### config.mk
export PLATFORM = sky130hd
export DESIGN_NAME = muldiv_sequencer
export DESIGN_NICKNAME = d
export VERILOG_FILES = /design/src/rtl/muldiv_sequencer.sv
export SDC_FILE = /design/constraint.sdc
export NUM_CORES = 1
export LEC_CHECK = 0
export CAP_MARGIN = 10
export CORE_MARGIN = 2
export CORE_UTILIZATION = 35
export DETAILED_ROUTE_END_ITERATION = 12
export DONT_BUFFER_PORTS = 1
export PLACE_DENSITY = 0.51
export SETUP_SLACK_MARGIN = 0.05
export SYNTH_ARGS = -nofsm -noshare
export SYNTH_HDL_FRONTEND = slang
export SYNTH_SLANG_ARGS = --single-unit
export TNS_END_PERCENT = 1
### constraint.sdc
create_clock -name clk -period 5 [get_ports clk]
set_input_delay 1 -clock clk [delete_from_list [all_inputs] [get_ports clk]]
set_output_delay 1 -clock clk [all_outputs]
set_load 0.01 [all_outputs]
### src/rtl/muldiv_sequencer.sv
// Iterative HI/LO multiply/divide unit: 32-step shift-add multiply and restoring divide,
// with a pipeline interlock that holds HI/LO-class instructions while a sequence runs.
module muldiv_sequencer #(
    parameter int ITER = 32
) (
    input  logic        clk,
    input  logic        reset,
    input  logic        i_start,
    input  logic [5:0]  i_func,
    input  logic [31:0] i_rs_data,
    input  logic [31:0] i_rt_data,
    input  logic        i_flush,
    output logic        o_stall,
    output logic        o_busy,
    output logic        o_done,
    output logic [31:0] o_hilo_rdata,
    output logic [31:0] o_hi,
    output logic [31:0] o_lo
);
    localparam logic [5:0] F_MFHI = 6'b010000;

    typedef enum logic [1:0] {S_IDLE, S_ITER, S_FIX} state_t;

    state_t      state_reg;
    logic [5:0]  cnt_reg;
    logic [63:0] acc_reg;
    logic [31:0] opnd_reg;
    logic [31:0] hi_reg, lo_reg;
    logic        busy_reg, done_reg;
    logic        is_div_reg, neg_q_reg, neg_r_reg, div0_reg;

    logic        op_signed, is_muldiv, is_move, accept;
    logic [31:0] rs_mag, rt_mag;
    logic [32:0] mul_sum, div_shift, div_diff;
    logic        div_ge;
    logic [31:0] div_rem;
    logic [63:0] acc_step, prod_fix;
    logic [31:0] quo_fix, rem_fix, fix_hi, fix_lo;

    assign o_stall      = i_start & busy_reg;
    assign o_busy       = busy_reg;
    assign o_done       = done_reg;
    assign o_hi         = hi_reg;
    assign o_lo         = lo_reg;
    assign o_hilo_rdata = (i_func == F_MFHI) ? hi_reg : lo_reg;

    assign op_signed = ~i_func[0];
    assign is_muldiv = (i_func[5:2] == 4'b0110);
    assign is_move   = (i_func[5:2] == 4'b0100);
    assign accept    = (state_reg == S_IDLE) && i_start && !o_stall && !i_flush;

    always_comb begin
        rs_mag = (op_signed && i_rs_data[31]) ? -i_rs_data : i_rs_data;
        rt_mag = (op_signed && i_rt_data[31]) ? -i_rt_data : i_rt_data;

        // Multiply: add multiplicand into the upper half on a 1 multiplier bit, then shift right.
        mul_sum   = {1'b0, acc_reg[63:32]} + (acc_reg[0] ? {1'b0, opnd_reg} : 33'd0);
        // Divide: acc holds {remainder, dividend}; shift one dividend bit in and trial-subtract.
        div_shift = acc_reg[63:31];
        div_ge    = (div_shift >= {1'b0, opnd_reg});
        div_diff  = div_shift - {1'b0, opnd_reg};
        div_rem   = div_ge ? div_diff[31:0] : div_shift[31:0];
        acc_step  = is_div_reg ? {div_rem, acc_reg[30:0], div_ge} : {mul_sum, acc_reg[31:1]};

        prod_fix = neg_q_reg ? -acc_reg : acc_reg;
        quo_fix  = div0_reg ? 32'hFFFF_FFFF : (neg_q_reg ? -acc_reg[31:0] : acc_reg[31:0]);
        // A zero divisor leaves |rs| as remainder, so the sign fix restores the original rs.
        rem_fix  = neg_r_reg ? -acc_reg[63:32] : acc_reg[63:32];
        fix_hi   = is_div_reg ? rem_fix : prod_fix[63:32];
        fix_lo   = is_div_reg ? quo_fix : prod_fix[31:0];
    end

    always_ff @(posedge clk) begin
        if (reset) begin
            state_reg  <= S_IDLE;
            cnt_reg    <= '0;
            acc_reg    <= '0;
            opnd_reg   <= '0;
            hi_reg     <= '0;
            lo_reg     <= '0;
            busy_reg   <= 1'b0;
            done_reg   <= 1'b0;
            is_div_reg <= 1'b0;
            neg_q_reg  <= 1'b0;
            neg_r_reg  <= 1'b0;
            div0_reg   <= 1'b0;
        end else begin
            done_reg <= 1'b0;
            case (state_reg)
                S_IDLE: begin
                    if (accept && is_muldiv) begin
                        is_div_reg <= i_func[1];
                        neg_q_reg  <= op_signed && (i_rs_data[31] ^ i_rt_data[31]);
                        neg_r_reg  <= op_signed && i_rs_data[31];
                        div0_reg   <= i_func[1] && (i_rt_data == 32'd0);
                        if (i_func[1]) begin
                            acc_reg  <= {32'd0, rs_mag};
                            opnd_reg <= rt_mag;
                        end else begin
                            acc_reg  <= {32'd0, rt_mag};
                            opnd_reg <= rs_mag;
                        end
                        cnt_reg   <= '0;
                        busy_reg  <= 1'b1;
                        state_reg <= S_ITER;
                    end else if (accept && is_move && i_func[0]) begin
                        if (i_func[1]) lo_reg <= i_rs_data;
                        else           hi_reg <= i_rs_data;
                    end
                end
                S_ITER: begin
                    if (i_flush) begin
                        busy_reg  <= 1'b0;
                        state_reg <= S_IDLE;
                    end else begin
                        acc_reg <= acc_step;
                        cnt_reg <= cnt_reg + 6'd1;
                        if (cnt_reg == 6'(ITER - 1)) state_reg <= S_FIX;
                    end
                end
                S_FIX: begin
                    busy_reg  <= 1'b0;
                    state_reg <= S_IDLE;
                    if (!i_flush) begin
                        hi_reg   <= fix_hi;
                        lo_reg   <= fix_lo;
                        done_reg <= 1'b1;
                    end
                end
                default: state_reg <= S_IDLE;
            endcase
        end
    end
endmodule

==> impl_results.md, run 1 <==
- Outcome: finished, final reports clean
- First-pass GRT wire length: 96940 microns
- CTS tree: done
- Multi-input logic area: 11180 sq um
- Area growth syn-to-layout: 7.976%
- Post-synth EDFFs: 0
- Post-synthesis cell area: 15510 sq um
- Synth async-reset ratio: 0
- Total power: 3344 uW
- Critical R2R Capture: acc_reg[63]
- Setup TNS: 0 ns
- Worst reg2reg setup slack: 0.64 ns
- Critical Path Sink: acc_reg[63]
- Leak: 0.006475 uW
- Skew-Pair Late Insertion Delay: 0.48 ns
- Final net count: 2177
- Final setup viols: 0
- Yosys top cell by area: dfxtp_1
- Rel. slew slack: 0.2470
- Setup CP Type: flip-flop to flip-flop
- Setup crit start kind: flip-flop
- Vias in the first global route: 15076
- CP max stage cell: o21ai_2
- WL met1: 30390 microns
- Die height: 214.5 microns
- Worst-path fanout max: 14
- Post-route antenna net violation count: 0
- Post-Syn Instances: 2103
- RSZ-0062 raised after global routing: false
- CTS Buf Count: 17
- Slowest cell delay on critical path: 0.87 ns
- Slew Limit Fails: 0
- H-tree levels: 4
- Routed wl met2: 26850 microns
- GPL Wtd Cong: 0.9643
- Clock root buffer: clkbuf_16
- CP Buf/Inv Count: 1
- RR Startpoint: acc_reg[35]
- Number of flip-flops in the largest register: 64
- Crit path DAT: 4.74 ns
- PwrDens: 199.6 nW/um^2
- Largest net degree at the start of global routing: 146
- Synth Flop Type: dfxtp_1
- FF-to-FF path depth: 11
- Die W: 214.5 microns
- I/O Pins: 173
- Shortest period the worst path allows: 4.364 ns
- Detailed Routing Iterations Pass 1: 8
- Syn_area_per_cell: 7.377 sq um
- Skew final: 0.01663 ns
- Port bufs: 0
- Peak Freq: 229.1 MHz
- Synth cell types: 77
- Clock buffer depth: 2
- CP Launch Point: acc_reg[35]
- Worst Path Required: 5.37 ns
- Yosys reg bits: 174
- Post-Route WL: 64810 microns
- Least-Margin Pin Slew: 1.130 ns
- Hold buffers post-CTS: 0
- GRT Util Overall: 0.2753
- Max Used Layer: met4
- Drt via density: 6.109
- Layout cell share with drive strength beyond 1: 0.08717
- Die footprint: 46030 sq um
- Crit end category: flip-flop
- Synth area leaders: dfxtp_1 22%, a21oi_1 6.9%, xnor2_1 6.2%, ha_1 5.8%, nor2_1 5.5%
- Max_cap viols: 0
- Initial antenna violation count: 2
- Grt total ovfl: 0
- Post_cts resized: 0
- Hold Crit Class: flip-flop to flip-flop
- Worst hold margin: 0.4497 ns
- Worst path cell trace: ha_1 -> nand2_1 -> a211o_1 -> a21boi_0 -> o21a_1 -> nor3_1 -> o41a_1 -> o21ai_2 -> buf_4 -> o2111ai_1 -> a32o_1
- Starting Density: 0.3524
- Worst VDD drop: 0.0001449 V
- Drt initial violations: 1622
- Cell Rows: 77
- Synth top area share: 0.2245
- DP Wirelength: 49460 microns
- Fin crit share: 0.8729
- Seq/Total Area, Yosys: 0.2245
- Start point of the worst hold path: opnd_reg[23]
- Post-Syn Nets: 2251
- Synth Warn #: 0
- Drt drc: 0
- # Post-CTS Setup Buffers: 0
- FF+latch area: 3485 sq um
- N_diodes: 0
- Reg clk slew, reported paths: 0.07 ns
- Via count: 16092
- CP top delay family: compound AO/OA/AOI/OAI gates
- Fillcell total: 4713
- Core box area: 44030 sq um
- Clock Sinks: 174
- Hold Vio Cnt, Final: 0
- Routed len/inst: 24.60 microns
- Worst path depth: 11
- Routed length on met3: 5615 microns
==> cell families after synthesis <==
kind of cell / share of synthesized area
AO/OA/AOI/OAI: 0.2864
AND/OR/NAND/NOR: 0.2044
buffers and inverters: 0.05677
flip-flops: 0.2245
XOR/XNOR: 0.09371
multiplexers: 0.07355
adder cells (fa/ha/maj): 0.06065
==> worst min-delay path by stage <==
stage / endpoint / depth (start not counted)
finish: opnd_reg[23] / 2
detailed placement: opnd_reg[4] / 2
global placement: div0_reg / 2
floorplan: opnd_reg[14] / 2
CTS: opnd_reg[4] / 2
global route: opnd_reg[23] / 2
==> Yosys cell counts, types with 36 or more instances <==
library cell / instances
nor2_1: 226
a21oi_1: 215
nand2_1: 176
dfxtp_1: 174
o21ai_0: 130
clkbuf_1: 128
xnor2_1: 109
a211oi_1: 84
inv_1: 74
ha_1: 72
mux2_2: 64
nor3_1: 63
xor2_1: 57
mux2i_1: 42
o211ai_1: 36
==> layout make-up <==
class                           instances  share of cell area
Timing Repair Buffer                   58             0.02719
Clock buffer                           19             0.02584
Clock inverter                         13             0.01046
Tap cell                              592             0.04422
Sequential cell                       174              0.2080
Multi-Input combinational cell       1703              0.6675
Inverter                               75             0.01680
==> per-stage QoR <==
step	setup slack, ns	instances	instance area [sq um]	util
floorplan	1.434	2103	15510	-
detailed placement	0.7281	2600	16110	0.3659
global route	0.3686	2634	16750	0.3805
global placement	0.8158	2600	16110	0.3659
finish	0.6355	2634	16750	0.3805
CTS	0.6909	2632	16720	0.3797
==> report_power, final <==
group          switching (uW)  leakage [uW]  internal (uW)
combinational             283       0.00478            169
clock                     681      0.000295            799
sequential               16.7       0.00140           1400
total                     981       0.00648           2360
==> worst register-to-register path: cells and delay by family, from the launching register on <==
family	cells	cell delay, ns
DFF	1	0.58
adders and majority gates	1	0.29
and+or+nand+nor	2	0.20
AOI/OAI and AO/OA	7	2.79
buffers and inverters	1	0.41
==> metal layers <==
metal  vias up  track usage
met5         -            0
met4         0      0.09282
met3        85      0.06326
met2       679       0.3958
met1      7772       0.4002
li1       7556            -
==> cells in the final DEF, fill, tap and decap left out, drive strengths merged, types with 36 or more instances in the layout <==
cell type and n:
nor3 63, a211oi 85, xor2 57, dfxtp 174, o211ai 36, inv 80
xnor2 109, mux2i 42, buf 58, nand2 176, nor2 227, a21oi 215
mux2 64, ha 72, o21ai 133
(Power assumes the default switching activity.)
==> inputs of run 2 (changes only) <==
- ABC_CLOCK_PERIOD_IN_PS: unset -> 5000
==> results of run 2 <==
Same layout as run 1: the final DEF is identical, and so are final timing and power.
==> inputs of run 3 (changes only) <==
- CORE_ASPECT_RATIO: unset -> 0.7
- PLACE_DENSITY: 0.51 -> 0.59
==> impl_results.md, run 3 (synthesized netlist as in run 1, its figures left out) <==
- Outcome: finished, final reports clean
- Commonest non-fill, non-tap cell in the layout: nor2_1
- Via count: 16499
- Final net count: 2173
- Least-Margin Pin Slew: 1.212 ns
- Multi-input logic area: 11180 sq um
- Number of flip-flops in the largest register: 64
- FF+latch area: 3485 sq um
- Clock Sinks: 174
- Cell Rows: 64
- Placed Area: 16090 sq um
- Highest-count cells in the layout ignoring fill and taps: 225 x nor2_1, 213 x a21oi_1, 176 x nand2_1
- Place WS: 0.6270 ns
- Crit path DAT: 4.93 ns
- Start point of the worst hold path: opnd_reg[15]
- # Post-CTS Setup Buffers: 0
- Vias in the first global route: 14848
- Worst hold margin: 0.4551 ns
- Reg clk slew, reported paths: 0.07 ns
- Slew Limit Fails: 0
- H-tree levels: 4
- GPL Wtd Cong: 1.034
- First-pass GRT wire length: 97780 microns
- Setup CP Type: flip-flop to flip-flop
- DP Wirelength: 51400 microns
- Detailed Routing Iterations Pass 1: 5
- Die footprint: 46050 sq um
- Setup TNS: 0 ns
- Drt via density: 6.271
- Post_cts resized: 0
- Worst VDD drop: 0.0002516 V
- Starting Density: 0.3549
- Post-Route WL: 66590 microns
- Skew final: 0.01856 ns
- Drt initial violations: 2526
- Worst Hold Endpoint: opnd_reg[15]
- CTS Buf Count: 17
- Routed len/inst: 25.31 microns
- Clock buffer depth: 2
- Largest net degree at the start of global routing: 146
- Shortest period the worst path allows: 4.616 ns
- I/O Pins: 173
- Grt total ovfl: 0
- Die height: 180.2 microns
- Fin crit share: 0.9232
- Die W: 255.6 microns
- Final setup viols: 0
- Leak: 0.006470 uW
- Setup crit start kind: flip-flop
- GRT Util Overall: 0.2788
- Hold Path Depth: 2
- Worst reg2reg setup slack: 0.38 ns
- Final core utilization: 0.3828
- Port bufs: 0
- Layout cell share with drive strength beyond 1: 0.08640
- RSZ-0062 raised after global routing: false
- Initial antenna violation count: 0
- Critical R2R Capture: acc_reg[61]
- Hold Crit Class: flip-flop to flip-flop
- Worst-path fanout max: 17
- CTS tree: done
- N_diodes: 0
- Peak Freq: 216.6 MHz
- Rel. slew slack: 0.1913
- FF-to-FF path depth: 12
- Hold Vio Cnt, Final: 0
- PwrDens: 201.7 nW/um^2
- Crit end category: flip-flop
- RR Startpoint: acc_reg[38]
- Cell area after layout: 16730 sq um
- Slack of the critical path: 0.3838 ns
- Core box area: 43720 sq um
- Skew-Pair Late Insertion Delay: 0.48 ns
- Drt drc: 0
- Hold buffers post-CTS: 0
- Fillcell total: 4587
- Area growth syn-to-layout: 7.863%
- Max_cap viols: 0
- Post-route antenna net violation count: 0
- Worst Path Required: 5.32 ns
- Clock root buffer: clkbuf_16
[run 3: layout make-up]
class                   instances  area share
flip-flops and latches        174      0.2082
clock buffers                  18     0.02624
inverters                      75     0.01682
repair buffers                 54     0.02542
clock inverters                13     0.01062
well taps                     594     0.04441
multi-input cells            1703      0.6683
[run 3: worst max path at each step]
stage / from / endpoint / cells after the start
after floorplan: acc_reg[0] / acc_reg[60] / 13
after global placement: acc_reg[38] / acc_reg[63] / 12
after detailed placement: acc_reg[38] / acc_reg[61] / 12
after CTS: acc_reg[37] / acc_reg[61] / 12
after global routing: acc_reg[38] / acc_reg[61] / 12
final: acc_reg[38] / acc_reg[61] / 12
[run 3: critical path: stages, from the launching register on]
cell	delay (ns)
dfxtp_1	0.60
ha_1	0.36
nand3_1	0.12
nor2_1	0.22
a21boi_0	0.73
o21a_1	0.27
nor3_1	0.14
o41a_1	0.39
buf_4	0.19
o21ai_2	0.63
buf_4	0.43
mux2i_1	0.25
o221ai_1	0.13
[run 3: power breakdown]
part / total [uW] / internal (uW) / switching (uW)
registers: 1410 / 1400 / 19.3
clock network: 1480 / 810 / 670
logic: 481 / 167 / 314
[run 3: per-layer routing]
layer	vias up	GRT usage	wire, microns
met5	-	0	0
met4	0	0.04772	773
met3	55	0.1042	9389
met2	1013	0.3695	25340
met1	7895	0.4222	31090
li1	7536	-	-
[run 3: stage by stage]
step / power (uW) / cells
final: 3375 / 2631
after floorplan: 1781 / 2103
after global placement: 1905 / 2599
after global routing: 3466 / 2631
after detailed placement: 1904 / 2599
after CTS: 3357 / 2630
==> RTL edit 1 (config.mk and constraints of run 2) <==
The 3 states of `state_t` get a one-hot encoding in 3 bits.
--- a/src/rtl/muldiv_sequencer.sv
+++ b/src/rtl/muldiv_sequencer.sv
@@ -20,5 +20,5 @@
     localparam logic [5:0] F_MFHI = 6'b010000;
 
-    typedef enum logic [1:0] {S_IDLE, S_ITER, S_FIX} state_t;
+    typedef enum logic [2:0] {S_IDLE = 3'b001, S_ITER = 3'b010, S_FIX = 3'b100} state_t;
 
     state_t      state_reg;
Formal check against the unedited RTL: same outputs for any inputs over 4 cycles, from zero or initial values and one cycle with reset high; so few cycles prove little.
==> RTL edit 1 against run 2 <==
  * Setup slack improved by 380 ps
  * Clock skew about the same
  * Routed wire length decreased by 4.3%
  * Final area decreased by 4.3%
  * Die area decreased by 3.4%
  * Area after synthesis decreased by 3.4%
  * Global-route usage about the same
  * Sequential cell count increased by 1
  * Total power decreased by 2.4%
  * Largest cell class unchanged
  * Largest power group unchanged
==> RTL edit 1: results (changes against run 2) <==
metric,value,unit,change
synthesis warning total,0,,unchanged
worst-path maximum fanout,25,,+11
Leakage,6.269,nW,-3.2%
final wirelength,62.00,mm,-4.3%
Layout Cells excl Fill,2531,,-3.9%
Fill cells,4486,,-4.8%
DP Area,15400,um2,-4.4%
DR vias/cell,6.030,,-1.3%
top post-synthesis cells by area,"dfxtp_1 23%, a21oi_1 8.4%, nor2_1 6.1%",,
CTS Buf Count,17,,unchanged
Worst-Skew Late Latency,490,ps,
vias in the first global route,14007,,-7.1%
"Slowest-stage cell, CP",a2111oi_4,,
layout cells sized above 1,6.827,%,-1.9 points
Clock Path Buffers,2,,unchanged
post-layout net count,2124,,-2.4%
first-pass GRT wire length,91.73,mm,-5.4%
status,"complete, no violations",,
"Design Area, Final",16020,um2,-4.3%
post-CTS sizing,0,,unchanged
syn nets,2212,,-1.7%
RePlAce Congestion,0.9654,,+0.11%
H-Tree Depth,4,,unchanged
maximum VDD drop,0.0001920,V,+32%
cell family with the largest share of critical-path delay,compound AO/OA/AOI/OAI gates,,
DP Worst Slack,1085,ps,+356.9 ps
"Distinct cells, synth",81,,+5.2%
ys async rst share,0,%,unchanged
worst rel slew slack,26.99,%,+2.3 points
initial antenna violation count,1,,-1
Largest register FFs,64,,unchanged
Post-synth top cells,"252 x a21oi_1, 244 x nor2_1, 230 x nand2_1",,
Placed Cells,2499,,-3.9%
Setup Skew,16.84,ps,+0.2101 ps
Final HPWL DP,48.16,mm,-2.6%
CP max stage delay,460,ps,-410 ps
Port-buffer cells,0,,unchanged
drt first pass iters,7,,-1
Switching Fraction,30.09,%,+0.76 points
all-layer global routing usage,27.51,%,about the same
sequential share of the synthesized area,23.39,%,+0.93 points
DR iter-0 viols,1447,,-11%
Syn Area/Cell,7.248,um2,-1.8%
largest net degree at the start of global routing,148,,+1.4%
-- RTL edit 1: cell count changes after synthesis, moves of 20 or more --
cell and change:
nand2_1 +54, a211oi_1 -50, a21oi_1 +37, mux2_2 -28, xor2_1 +25, nor3_1 -22, xnor2_1 -20
-- RTL edit 1: final timing paths --
path	end	cells after the start	start	slack (ps)
hold reg to reg	opnd_reg[4]	2	opnd_reg[4]	450
setup reg to reg	acc_reg[62]	14	acc_reg[0]	1020
hold / removal	opnd_reg[4]	2	opnd_reg[4]	450
setup / recovery	acc_reg[62]	14	acc_reg[0]	1020
-- RTL edit 1: area by class of cell --
class / instances / share of cell area [%]
tap: 539 / 4.209
clock buffer: 18 / 2.741
sequential: 175 / 21.87
clock inverter: 14 / 1.156
inverter: 72 / 1.687
timing repair buffer: 35 / 1.718
multi-input combinational: 1678 / 66.62
-- RTL edit 1: routing by layer --
metal	wire (um)	track usage, %
met1	28290	38.97
met2	26600	41.07
met3	5658	7.151
met4	1453	7.407
met5	0	0
-- RTL edit 1: cells by family after synthesis --
kind of cell	count (synthesis)	share of synthesized area, %
AOI/OAI and AO/OA	662	27.82
muxes	90	6.314
and+or+nand+nor	684	20.90
xor gates and xnor gates	171	9.998
adders and majority gates	71	6.030
DFF	175	23.39
buffers and inverters	214	5.554
-- RTL edit 1: power by group through the flow --
stage,sequential [mW],combinational (mW),clock [mW]
after floorplan,1.44,0.306,0
after global placement,1.44,0.373,0
after detailed placement,1.44,0.373,0
after CTS,1.41,0.374,1.49
after global routing,1.41,0.415,1.54
final,1.41,0.380,1.47
-- RTL edit 1: worst min-delay path, stage by stage, from the launching register on --
cell and delay [ps]:
dfxtp_1 310, nand2_1 50, a21oi_1 50
==> RTL edit 2 (config.mk and constraints of run 2) <==
Without the edit above. Change the parameter `ITER` from 32 to 24.
--- a/src/rtl/muldiv_sequencer.sv
+++ b/src/rtl/muldiv_sequencer.sv
@@ -2,5 +2,5 @@
 // with a pipeline interlock that holds HI/LO-class instructions while a sequence runs.
 module muldiv_sequencer #(
-    parameter int ITER = 32
+    parameter int ITER = 24
 ) (
     input  logic        clk,
Formal check against the unedited RTL: same outputs for any inputs over 4 cycles, from zero or initial values and one cycle with reset high; that may be too few to reach the edited logic, so the function may still have changed.
==> RTL edit 2 against run 2 <==
  * Final area down 2.6%
  * Global-route usage down 1.6 points
  * Total power decreased by 4.1%
  * Maximum frequency grew 12%
  * Setup slack improved by 470 ps
  * Sequential share of layout area increased by 0.56 points
  * Area after synthesis decreased by 0.70%
  * Clock skew down 1.0 ps
  * Sequential cell count unchanged
  * Routed wire length is 6.6% lower
  * Critical path depth rose by 2
  * Non-clock buffer count shrank 33
  * Largest power group is now sequential cells
==> RTL edit 2: results (changes against run 2) <==
metric,value,unit,change
reg2reg setup slack,1110,ps,+470 ps
DR vias/cell,6.038,,-1.2%
all-layer global routing usage,25.93,%,-1.6 points
vias in the first global route,14013,,-7.1%
Placed Cells,2549,,-2.0%
RePlAce Congestion,0.9313,,-3.4%
Vias,15583,,-3.2%
Fill cells,4587,,-2.7%
Setup Skew,15.58,ps,-1.048 ps
drt first pass iters,6,,-2
worst rel slew slack,24.90,%,+0.20 points
largest net degree at the start of global routing,113,,-23%
syn nets,2224,,-1.2%
post-layout net count,2131,,-2.1%
Post-synth top cells,"256 x a21oi_1, 237 x nor2_1, 185 x nand2_1",,
initial antenna violation count,1,,-1
"Distinct cells, synth",89,,+16%
CP max stage delay,670,ps,-200 ps
Final HPWL DP,46.63,mm,-5.7%
"Arr. time, crit path",4240,ps,-500 ps
post-DR wirelength/cell,23.44,um,-4.7%
first-pass GRT wire length,89.11,mm,-8.1%
Leakage,6.226,nW,-3.8%
worst-path maximum fanout,23,,+9
sequential share of the synthesized area,22.61,%,+0.16 points
Switching Fraction,30.55,%,+1.2 points
top post-synthesis cells by area,"dfxtp_1 23%, a21oi_1 8.3%, xnor2_1 6.0%",,
layout cells sized above 1,8.166,%,-0.55 points
"Slowest-stage cell, CP",nor4_1,,
maximum VDD drop,0.0002231,V,+54%
status,"complete, no violations",,
## RTL edit 2: final cells by class
type                       instances  area [um2]  share of cell area, %
sequential                       174        3485                  21.36
multi-input combinational       1699       11080                  67.93
inverter                          66       247.7                  1.519
clock inverter                    14       138.9                 0.8515
timing repair buffer              25       187.7                  1.151
clock buffer                      18       439.2                  2.693
tap                              585       732.0                  4.488
## RTL edit 2: worst min-delay path, cell delays in order (launching register included)
cell	delay [ps]
dfxtp_1	310
nand2_1	50
a21oi_1	50
## RTL edit 2: per-stage QoR
stage | hold slack (ps) | utilization (%)
floorplan | 431.9 | -
global placement | 440.6 | 36.36
detailed placement | 443.9 | 36.36
CTS | 454.9 | 37.70
global route | 477.1 | 37.70
finish | 454.8 | 37.70
## RTL edit 2: path summary, 6_finish.rpt
path / start / endpoint / cells past startpoint
hold / removal: opnd_reg[12] / opnd_reg[12] / 2
setup reg to reg: acc_reg[0] / acc_reg[62] / 13
hold reg to reg: opnd_reg[12] / opnd_reg[12] / 2
setup / recovery: acc_reg[0] / acc_reg[62] / 13
## RTL edit 2: kinds of logic after synthesis
family	Yosys count	synth area share (%)
muxes	87	6.132
adders and majority gates	74	6.107
AOI/OAI and AO/OA	711	29.09
and+or+nand+nor	653	20.49
xor gates and xnor gates	174	9.892
DFF	174	22.61
buffers and inverters	203	5.677
## RTL edit 2: metal layers
metal | share of wire, % | GRT usage [%] | vias to the layer above | wire length (um)
met3 | 8.6 | 4.906 | 71 | 5191
met5 | 0 | 0 | - | 0
met1 | 46 | 37.74 | 7402 | 28030
met4 | 2.8 | 8.309 | 0 | 1712
met2 | 42 | 38.18 | 692 | 25580
li1 | - | - | 7418 | -
## RTL edit 2: power groups by stage
stage / Combinational (mW) / Sequential [mW] / Clock, mW
2_1_floorplan: 0.334 / 1.43 / 0
3_3_place_gp: 0.418 / 1.44 / 0
3_5_place_dp: 0.418 / 1.44 / 0
4_1_cts: 0.420 / 1.41 / 1.39
5_1_grt: 0.468 / 1.41 / 1.44
6_report: 0.428 / 1.41 / 1.37
